--- src/rtl/xge_tx_arbiter.sv ---
// xge_tx_arbiter: round-robin packet arbiter feeding the xge_mac POS-L3 TX port.
// One requester is granted per packet (SOP..EOP). Accepted beats are forwarded
// through a single register stage onto pkt_tx_*. All requesters are throttled
// while pkt_tx_full is high.
//
// Ports:
//   clk_156m25, reset_156m25_n        clock, async active-low reset
//   req_val/sop/eop [NUM_REQ]         per-requester beat qualifiers
//   req_data [64*NUM_REQ]             packed beat data, requester i at [64*i+:64]
//   req_mod  [3*NUM_REQ]              packed valid-byte modulo, requester i at [3*i+:3]
//   req_rdy  [NUM_REQ]                combinational accept (beat taken on val & rdy)
//   pkt_tx_full                       MAC TX FIFO almost-full
//   pkt_tx_val/sop/eop/data/mod       registered beat to MAC
//   grant_id [3]                      current or last grantee
//   proto_err                         1-cycle pulse on grantee protocol error
//
// Optional feature: define XGE_TX_ARB_WDOG_EN to build the idle-beat watchdog
// that terminates a stalled packet after WDOG_CYCLES idle cycles.
module xge_tx_arbiter #(
  parameter int unsigned NUM_REQ     = 4,
  parameter int unsigned WDOG_CYCLES = 64
) (
  input  logic                   clk_156m25,
  input  logic                   reset_156m25_n,
  input  logic [NUM_REQ-1:0]     req_val,
  input  logic [NUM_REQ-1:0]     req_sop,
  input  logic [NUM_REQ-1:0]     req_eop,
  input  logic [64*NUM_REQ-1:0]  req_data,
  input  logic [3*NUM_REQ-1:0]   req_mod,
  output logic [NUM_REQ-1:0]     req_rdy,
  input  logic                   pkt_tx_full,
  output logic                   pkt_tx_val,
  output logic                   pkt_tx_sop,
  output logic                   pkt_tx_eop,
  output logic [63:0]            pkt_tx_data,
  output logic [2:0]             pkt_tx_mod,
  output logic [2:0]             grant_id,
  output logic                   proto_err
);

  localparam int unsigned DATA_W = 64;
  localparam int unsigned MOD_W  = 3;
  localparam int unsigned ID_W   = 3;

  if (NUM_REQ < 2 || NUM_REQ > 8) begin : g_num_req_chk
    $error("xge_tx_arbiter: NUM_REQ must be 2..8");
  end
  if (WDOG_CYCLES < 1) begin : g_wdog_chk
    $error("xge_tx_arbiter: WDOG_CYCLES must be at least 1");
  end

  typedef enum logic {ST_IDLE, ST_XFER} state_t;

  state_t              state_q, state_d;
  logic [ID_W-1:0]     grant_id_q, grant_id_d;
  logic [ID_W-1:0]     rr_ptr_q, rr_ptr_d;
  logic                first_q, first_d;
  logic                pkt_tx_val_q, pkt_tx_val_d;
  logic                pkt_tx_sop_q, pkt_tx_sop_d;
  logic                pkt_tx_eop_q, pkt_tx_eop_d;
  logic [DATA_W-1:0]   pkt_tx_data_q, pkt_tx_data_d;
  logic [MOD_W-1:0]    pkt_tx_mod_q, pkt_tx_mod_d;
  logic                proto_err_q, proto_err_d;

  logic                win_found_c;
  logic [ID_W-1:0]     win_id_c;
  logic [ID_W:0]       cand_c;
  logic                sel_val_c, sel_sop_c, sel_eop_c;
  logic [DATA_W-1:0]   sel_data_c;
  logic [MOD_W-1:0]    sel_mod_c;
  logic                accept_c;
  logic                wdog_fire_c;
  logic [ID_W-1:0]     next_ptr_c;

  // Round-robin winner: first index with val & sop, starting at rr_ptr, wrapping at NUM_REQ.
  always_comb begin
    win_found_c = 1'b0;
    win_id_c    = '0;
    cand_c      = '0;
    for (int k = 0; k < NUM_REQ; k++) begin
      cand_c = {1'b0, rr_ptr_q} + (ID_W+1)'(k);
      if (cand_c >= (ID_W+1)'(NUM_REQ)) cand_c = cand_c - (ID_W+1)'(NUM_REQ);
      for (int i = 0; i < NUM_REQ; i++) begin
        if (!win_found_c && cand_c == (ID_W+1)'(i) && req_val[i] && req_sop[i]) begin
          win_found_c = 1'b1;
          win_id_c    = ID_W'(i);
        end
      end
    end
  end

  // Grantee beat mux.
  always_comb begin
    sel_val_c  = 1'b0;
    sel_sop_c  = 1'b0;
    sel_eop_c  = 1'b0;
    sel_data_c = '0;
    sel_mod_c  = '0;
    for (int i = 0; i < NUM_REQ; i++) begin
      if (grant_id_q == ID_W'(i)) begin
        sel_val_c  = req_val[i];
        sel_sop_c  = req_sop[i];
        sel_eop_c  = req_eop[i];
        sel_data_c = req_data[DATA_W*i +: DATA_W];
        sel_mod_c  = req_mod[MOD_W*i +: MOD_W];
      end
    end
  end

  assign accept_c   = (state_q == ST_XFER) && sel_val_c && !pkt_tx_full && !wdog_fire_c;
  assign next_ptr_c = (grant_id_q == ID_W'(NUM_REQ - 1)) ? '0 : grant_id_q + ID_W'(1);

  // Only the grantee sees ready; suppressed while the watchdog terminates the packet.
  always_comb begin
    req_rdy = '0;
    for (int i = 0; i < NUM_REQ; i++) begin
      req_rdy[i] = (state_q == ST_XFER) && !pkt_tx_full && !wdog_fire_c
                   && (grant_id_q == ID_W'(i));
    end
  end

`ifdef XGE_TX_ARB_WDOG_EN
  localparam int unsigned WDOG_W = $clog2(WDOG_CYCLES + 1);
  logic [WDOG_W-1:0] wdog_cnt_q, wdog_cnt_d;

  assign wdog_fire_c = (state_q == ST_XFER) && (wdog_cnt_q == WDOG_W'(WDOG_CYCLES));

  // Counts grantee idle cycles that are not excused by back-pressure.
  always_comb begin
    wdog_cnt_d = wdog_cnt_q;
    if (state_q != ST_XFER || accept_c || wdog_fire_c) wdog_cnt_d = '0;
    else if (!sel_val_c && !pkt_tx_full)               wdog_cnt_d = wdog_cnt_q + WDOG_W'(1);
  end

  always_ff @(posedge clk_156m25 or negedge reset_156m25_n) begin
    if (!reset_156m25_n) wdog_cnt_q <= '0;
    else                 wdog_cnt_q <= wdog_cnt_d;
  end
`else
  assign wdog_fire_c = 1'b0;
`endif

  // Next-state and registered beat outputs.
  always_comb begin
    state_d       = state_q;
    grant_id_d    = grant_id_q;
    rr_ptr_d      = rr_ptr_q;
    first_d       = first_q;
    pkt_tx_val_d  = 1'b0;
    pkt_tx_sop_d  = 1'b0;
    pkt_tx_eop_d  = 1'b0;
    pkt_tx_mod_d  = '0;
    pkt_tx_data_d = pkt_tx_data_q;
    proto_err_d   = 1'b0;
    case (state_q)
      ST_IDLE: begin
        if (win_found_c) begin
          grant_id_d = win_id_c;
          first_d    = 1'b1;
          state_d    = ST_XFER;
        end
      end
      ST_XFER: begin
        if (wdog_fire_c) begin
          pkt_tx_val_d  = 1'b1;
          pkt_tx_eop_d  = 1'b1;
          pkt_tx_data_d = '0;
          proto_err_d   = 1'b1;
          state_d       = ST_IDLE;
          rr_ptr_d      = next_ptr_c;
        end else if (accept_c) begin
          pkt_tx_val_d  = 1'b1;
          pkt_tx_sop_d  = sel_sop_c;
          pkt_tx_eop_d  = sel_eop_c;
          pkt_tx_mod_d  = sel_mod_c;
          pkt_tx_data_d = sel_data_c;
          first_d       = 1'b0;
          // SOP on any beat but the first is forwarded but flagged.
          proto_err_d   = sel_sop_c && !first_q;
          if (sel_eop_c) begin
            state_d  = ST_IDLE;
            rr_ptr_d = next_ptr_c;
          end
        end
      end
      default: state_d = ST_IDLE;
    endcase
  end

  always_ff @(posedge clk_156m25 or negedge reset_156m25_n) begin
    if (!reset_156m25_n) begin
      state_q       <= ST_IDLE;
      grant_id_q    <= '0;
      rr_ptr_q      <= '0;
      first_q       <= 1'b0;
      pkt_tx_val_q  <= 1'b0;
      pkt_tx_sop_q  <= 1'b0;
      pkt_tx_eop_q  <= 1'b0;
      pkt_tx_data_q <= '0;
      pkt_tx_mod_q  <= '0;
      proto_err_q   <= 1'b0;
    end else begin
      state_q       <= state_d;
      grant_id_q    <= grant_id_d;
      rr_ptr_q      <= rr_ptr_d;
      first_q       <= first_d;
      pkt_tx_val_q  <= pkt_tx_val_d;
      pkt_tx_sop_q  <= pkt_tx_sop_d;
      pkt_tx_eop_q  <= pkt_tx_eop_d;
      pkt_tx_data_q <= pkt_tx_data_d;
      pkt_tx_mod_q  <= pkt_tx_mod_d;
      proto_err_q   <= proto_err_d;
    end
  end

  assign pkt_tx_val  = pkt_tx_val_q;
  assign pkt_tx_sop  = pkt_tx_sop_q;
  assign pkt_tx_eop  = pkt_tx_eop_q;
  assign pkt_tx_data = pkt_tx_data_q;
  assign pkt_tx_mod  = pkt_tx_mod_q;
  assign grant_id    = grant_id_q;
  assign proto_err   = proto_err_q;

endmodule

--- config.mk ---
export PLATFORM = sky130hd
export DESIGN_NAME = xge_tx_arbiter
export DESIGN_NICKNAME = d
export VERILOG_FILES = /design/src/rtl/xge_tx_arbiter.sv
export SDC_FILE = /design/constraint.sdc
export NUM_CORES = 1
export LEC_CHECK = 0
export BUFFER_PORTS_ARGS = -buffer_cell sky130_fd_sc_hd__buf_2
export CORE_AREA = 2 2 139 141
export CTS_CLUSTER_DIAMETER = 80
export DETAILED_ROUTE_END_ITERATION = 8
export DIE_AREA = 0 0 141 143
export GPL_TIMING_DRIVEN = 0
export HOLD_SLACK_MARGIN = 0.02
export MAX_ROUTING_LAYER = met4
export SLEW_MARGIN = 0
export SYNTH_ARGS = -nofsm -noshare
export SYNTH_HDL_FRONTEND = slang
export SYNTH_SLANG_ARGS = --single-unit
--- constraint.sdc ---
create_clock -name clk_156m25 -period 2.6 [get_ports clk_156m25]
set_input_delay 0.52 -clock clk_156m25 [delete_from_list [all_inputs] [get_ports clk_156m25]]
set_output_delay 0.52 -clock clk_156m25 [all_outputs]
set_load 0.03 [all_outputs]
======== Yosys cells after proc, flatten, opt, wreduce, memory -nomap -nowiden ========
Cells that the tools add are included.
word-level totals
  flip-flop bits (word level) ............. 79
  logic and storage cells ................. 194
  output and inout port bits .............. 78
  input port bits ......................... 283
cells by class
  order comparisons ....................... 4
  bitwise gates (word level) .............. 1
  mux-type cells .......................... 73
  equality and inequality tests ........... 17
  $add $sub $neg .......................... 8
  reductions and logical operators ........ 81
operators by type and width
  operator                                                                             number
  64-bit two-way mux                                                                   4
  1-bit logical AND                                                                    55
  1-bit two-way mux                                                                    42
  4-bit by 2-bit equality test with 1-bit output, second input constant                8
  2-bit two-way mux                                                                    14
  3-bit two-way mux                                                                    7
  1-bit logical NOT                                                                    17
  4-bit by 1-bit equality test with 1-bit output, second input constant                4
  4-bit logical NOT                                                                    4
  4-bit two-way mux                                                                    4
  4-bit by 3-bit greater-or-equal comparator with 1-bit output, second input constant  3
  4-bit by 3-bit subtractor with 4-bit output, second input constant                   3
  3-bit by 2-bit adder with 4-bit output, second input constant                        2
  3-bit by 2-bit equality test with 1-bit output, second input constant                2
  2-bit AND reduction                                                                  3
  3-bit by 1-bit adder with 4-bit output, second input constant                        1
  1-bit case mux with 2 select lines                                                   2
  3-bit by 3-bit subtractor with 4-bit output, second input constant                   1
  3-bit by 1-bit adder with 3-bit output, second input constant                        1
  3-bit by 1-bit equality test with 1-bit output, second input constant                1
  3-bit greater-or-equal comparator, second input constant                             1
  3-bit logical NOT                                                                    1
  3-bit AND reduction                                                                  1
  2-bit by 1-bit inequality test with 1-bit output, second input constant              1
  2 further kinds                                                                      2

======== Longest topological paths before layout ========
  word-level depth ........................ 83
  mapped depth ............................ 11
  gate-level depth less buffers ........... 9

======== Worst setup path before layout ========
OpenSTA, ideal clock, no wires.
  path kind ............................... register -> output
  start point ............................. register grant_id_q[1], in the netlist grant_id[1]
  end point ............................... output req_rdy[3]
  required time ........................... 2.080 ns
  cell stages (with the launch flop) ...... 6
  setup slack ............................. 0.247 ns
  arrival time ............................ 1.833 ns
  path buffers ............................ 3
  cells stage by stage .................... dfrtp_1 ha_1 clkbuf_1 clkbuf_1 clkbuf_1 and2_1
on the way
  word-level cells in the longest chain between the ends .. 2
RTL lines
  item                                            line  source
  from (decl)                                     55    logic [ID_W-1:0] grant_id_q, grant_id_d;
  from (signal assigned)                          204   grant_id_q <= grant_id_d;
  3-bit by 2-bit equality test with 1-bit output  118   && (grant_id_q == ID_W'(i));
  1-bit logical AND                               118
  to (decl)                                       30    output logic [NUM_REQ-1:0] req_rdy,
Every way passes these cells.

======== Worst setup path after layout ========
  start point ............................. register grant_id_q[0], in the netlist grant_id[0]
  end point ............................... output req_rdy[2]
Same word-level chain as after synthesis.

==> reports/metrics.cfg <==
[critical_path]
r2r_cells=12
cp_top_family=buffers and inverters
start_kind=flop
required_ps=2080
cp_cell_sequence=inv_1, ha_2, buf_4, clkbuf_2, and2_1, buf_2
arrival_ps=1950
crit_path_end_kind=primary output
cpMaxStageDelayCell=dfrtp_1
cpPeakStageDelay_ps=430
cp_max_fo=10
timing.rr.end=pkt_tx_data[35]$_DFFE_PN0P_
worst-path-stages=6
cp_num_buf_inv=4
crit_type=flop to primary output
crit_start=grant_id[0]$_DFFE_PN0P_
worstReg2RegStart=grant_id[1]$_DFFE_PN0P_
r2r_setup_slack_ps=160

[logic_synthesis]
synthXorXnorAreaFrac_pct=0
synth_ff_type=dfrtp_1
ys_types=42
synth_compound_area_share_pct=28.9
syn-instance-count=635
synthArstFlopShare_pct=100
synthAdderAreaFrac_pct=1.97
synth_mux_area_share_pct=0.442
ys_top_cells_by_area=dfrtp_1 38%, a21oi_1 13%, a221oi_1 12%, nor2b_1 9.3%, nor3_1 6.7%
synth-simple-area-share_pct=25.0
yosysTopAreaCell=dfrtp_1
yosysWarnings=0
syn_area_mm2=0.00509
synth_top_family_by_area=compound AO/OA/AOI/OAI gates
yosysTopAreaCellShare_pct=37.8
ys_ff_latch=77
ys_seq_area_share_pct=37.8
synth_area_per_cell_um2=8.02
synth_edf_count=0

[global_routing]
grt_overflow_total=0
grt_max_degree=41
grt_pass1_vias=6320
grtUsageTotal_pct=22.8
grt_pass1_wl_um=34300
antenna_found_initial=2

[routing]
routedWlPerCell_um=18.6
drc=0
drt_iter0_markers=373
detail-route-antenna-nets=0
vias_per_cell=5.13
postRouteWirelength_um=23300
first_pass_iters=4
num_vias=6424

[timing]
finalHoldViolations=0
setup_viol=0
tightestPinTransition_ps=745
hold_ws_ps=153
fin_skew_ps=9.90
maxSlewHeadroom_pct=50.3
period_share_pct=95.1
fmax_ghz=0.405
period_needed_ps=2470
rsz0062_at_grt=false
slew_viol_final=0

[clock_network]
tritoncts=yes
numCtsBuffers=9
cts.sinks=77
clock_latency_ps=340
path_clk_slew_ps=60
cts-root-buf=clkbuf_16
clockBufferDepth=2
htree_levels=3

[status]
outcome=completed

[die]
ios=361
dieArea_mm2=0.0202
core_area_mm2=0.0186
fp.dieW_um=141
fp.dieH_um=143
start_util_pct=27.4
rows=50

[placed_design]
dpl.hpwl_um=18400
port_buffers=359
place_inst=1232
gp_congestion=0.893

[power_and_ir_drop]
p_leak_nw=3.62
p_per_area_mw_per_mm2=1430
ir_worst_vdd_mv=0.684

[final_layout]
layout.nets=1302
multi_input_area_mm2=0.00291
drive_above_1_share_pct=41.0
fill_cells=1958
layoutNonFillerInstCount=1252
area_growth_pct=50.3
register_area_mm2=0.00193

[worst_hold_path]
min_path_type=primary input to async pin

[flow_run]
maxCapViolations=0

-- synthesized netlist by cell type (2+ instances only) --
| master | count |
|---|---|
| nand3_1 | 5 |
| buf_2 | 10 |
| o21ai_0 | 3 |
| a21oi_1 | 136 |
| buf_1 | 3 |
| nor2_1 | 65 |
| nand3b_1 | 2 |
| and2_1 | 6 |
| a31oi_1 | 2 |
| nor2b_1 | 76 |
| nand2_1 | 9 |
| conb_1 | 2 |
| dfrtp_1 | 77 |
| nor4_1 | 3 |
| nand2b_1 | 2 |
| mux2_2 | 2 |
| nor3b_1 | 2 |
| o211ai_1 | 2 |
| ha_1 | 8 |
| inv_1 | 8 |
| o21a_1 | 3 |
| and3_1 | 2 |
| and3b_1 | 2 |
| clkbuf_1 | 51 |
| nor3_1 | 68 |
| a221oi_1 | 70 |
-- flip-flops by register name, summed over array words and instances (netlist names) --
signal       flops
pkt_tx_sop       1
pkt_tx_val       1
rr_ptr_q         2
first_q          1
grant_id         2
state_q          1
pkt_tx_eop       1
pkt_tx_data     64
proto_err        1
pkt_tx_mod       3
-- how the worst max path moves through the flow --
stage                             endpoint  slack (ps)
2_1_floorplan                   req_rdy[3]         250
3_3_place_gp   pkt_tx_data[55]$_DFFE_PN0P_        -520
3_5_place_dp   pkt_tx_data[61]$_DFFE_PN0P_        -580
4_1_cts                         req_rdy[1]           4
5_1_grt                         req_rdy[2]          20
6_report                        req_rdy[2]         130
-- layout make-up --
cell class	instances	share of cell area, %
well taps	234	3.82
clock inverters	6	1.13
multi-input cells	488	37.9
inverters	8	0.392
flip-flops and latches	77	25.2
diodes	2	0.0654
plain buffers	64	4.12
clock buffers	10	3.12
repair buffers	363	24.2
-- report_power, final --
| group | switching [W] | internal, W | total [W] |
|---|---|---|---|
| Combinational | 0.00482 | 0.00256 | 0.00738 |
| Clock | 0.000521 | 0.000865 | 0.00139 |
| Sequential | 0.000333 | 0.00182 | 0.00216 |
-- cells in the final DEF (no fill, tap or decap), types with 3 or more instances in the layout --
| cell type | netlist | routed |
|---|---|---|
| conb_1 | 2 | 5 |
| buf_2 | 10 | 362 |
| clkbuf_2 | 0 | 12 |
| clkbuf_16 | 0 | 9 |
| nor4_1 | 3 | 3 |
| a221oi_1 | 70 | 68 |
| and2_1 | 6 | 6 |
| o21a_1 | 3 | 3 |
| dfrtp_1 | 77 | 76 |
| buf_4 | 1 | 10 |
| nor2b_1 | 76 | 76 |
| nor2_1 | 65 | 65 |
| nor3_1 | 68 | 68 |
| ha_1 | 8 | 6 |
| clkbuf_4 | 0 | 3 |
| o21ai_0 | 3 | 3 |
| nand3_1 | 5 | 5 |
| nand2_1 | 9 | 9 |
| a21oi_1 | 136 | 136 |
| clkbuf_1 | 51 | 36 |
| inv_1 | 8 | 8 |
-- layer usage --
| layer | up-vias | share of wire (%) | GRT usage (%) |
|---|---|---|---|
| li1 | 3088 | - | - |
| met1 | 2992 | 41 | 27.2 |
| met2 | 312 | 50 | 39.0 |
| met3 | 32 | 6.7 | 4.12 |
| met4 | 0 | 2.3 | 8.16 |
| met5 | - | 0 | - |
-- logic make-up (layout without fill, tap and decap cells) --
group / after synthesis / in the layout
other cells: 2 / 7
fa+ha+maj: 8 / 8
mux: 2 / 2
simple gates: 245 / 245
buf+inv: 73 / 451
flops: 77 / 77
compound gates: 228 / 228
-- metrics by stage --
stage | power [W] | util (%) | instance area, µm² | setup WS, ps | setup TNS (ps)
final | 0.0109 | 41.2 | 7660 | 128 | 0
after global routing | 0.0118 | 41.2 | 7660 | 21.4 | 0
after CTS | 0.0110 | 41.0 | 7620 | 3.81 | 0
after detailed placement | 0.00942 | 38.8 | 7220 | -580 | -36930
after global placement | 0.00935 | 38.7 | 7190 | -517 | -33830
after floorplan | 0.00703 | - | 5100 | 247 | 0
-- repair_timing --
action | 4_1_cts | 5_1_grt
endpoints found under the setup margin | 78 | 68
hold buffers | 0 | 0
buffers inserted | 3 | 0
pin swaps | 1 | 1
resized for setup | 23 | 16
Power figures use the tool's default switching activity.
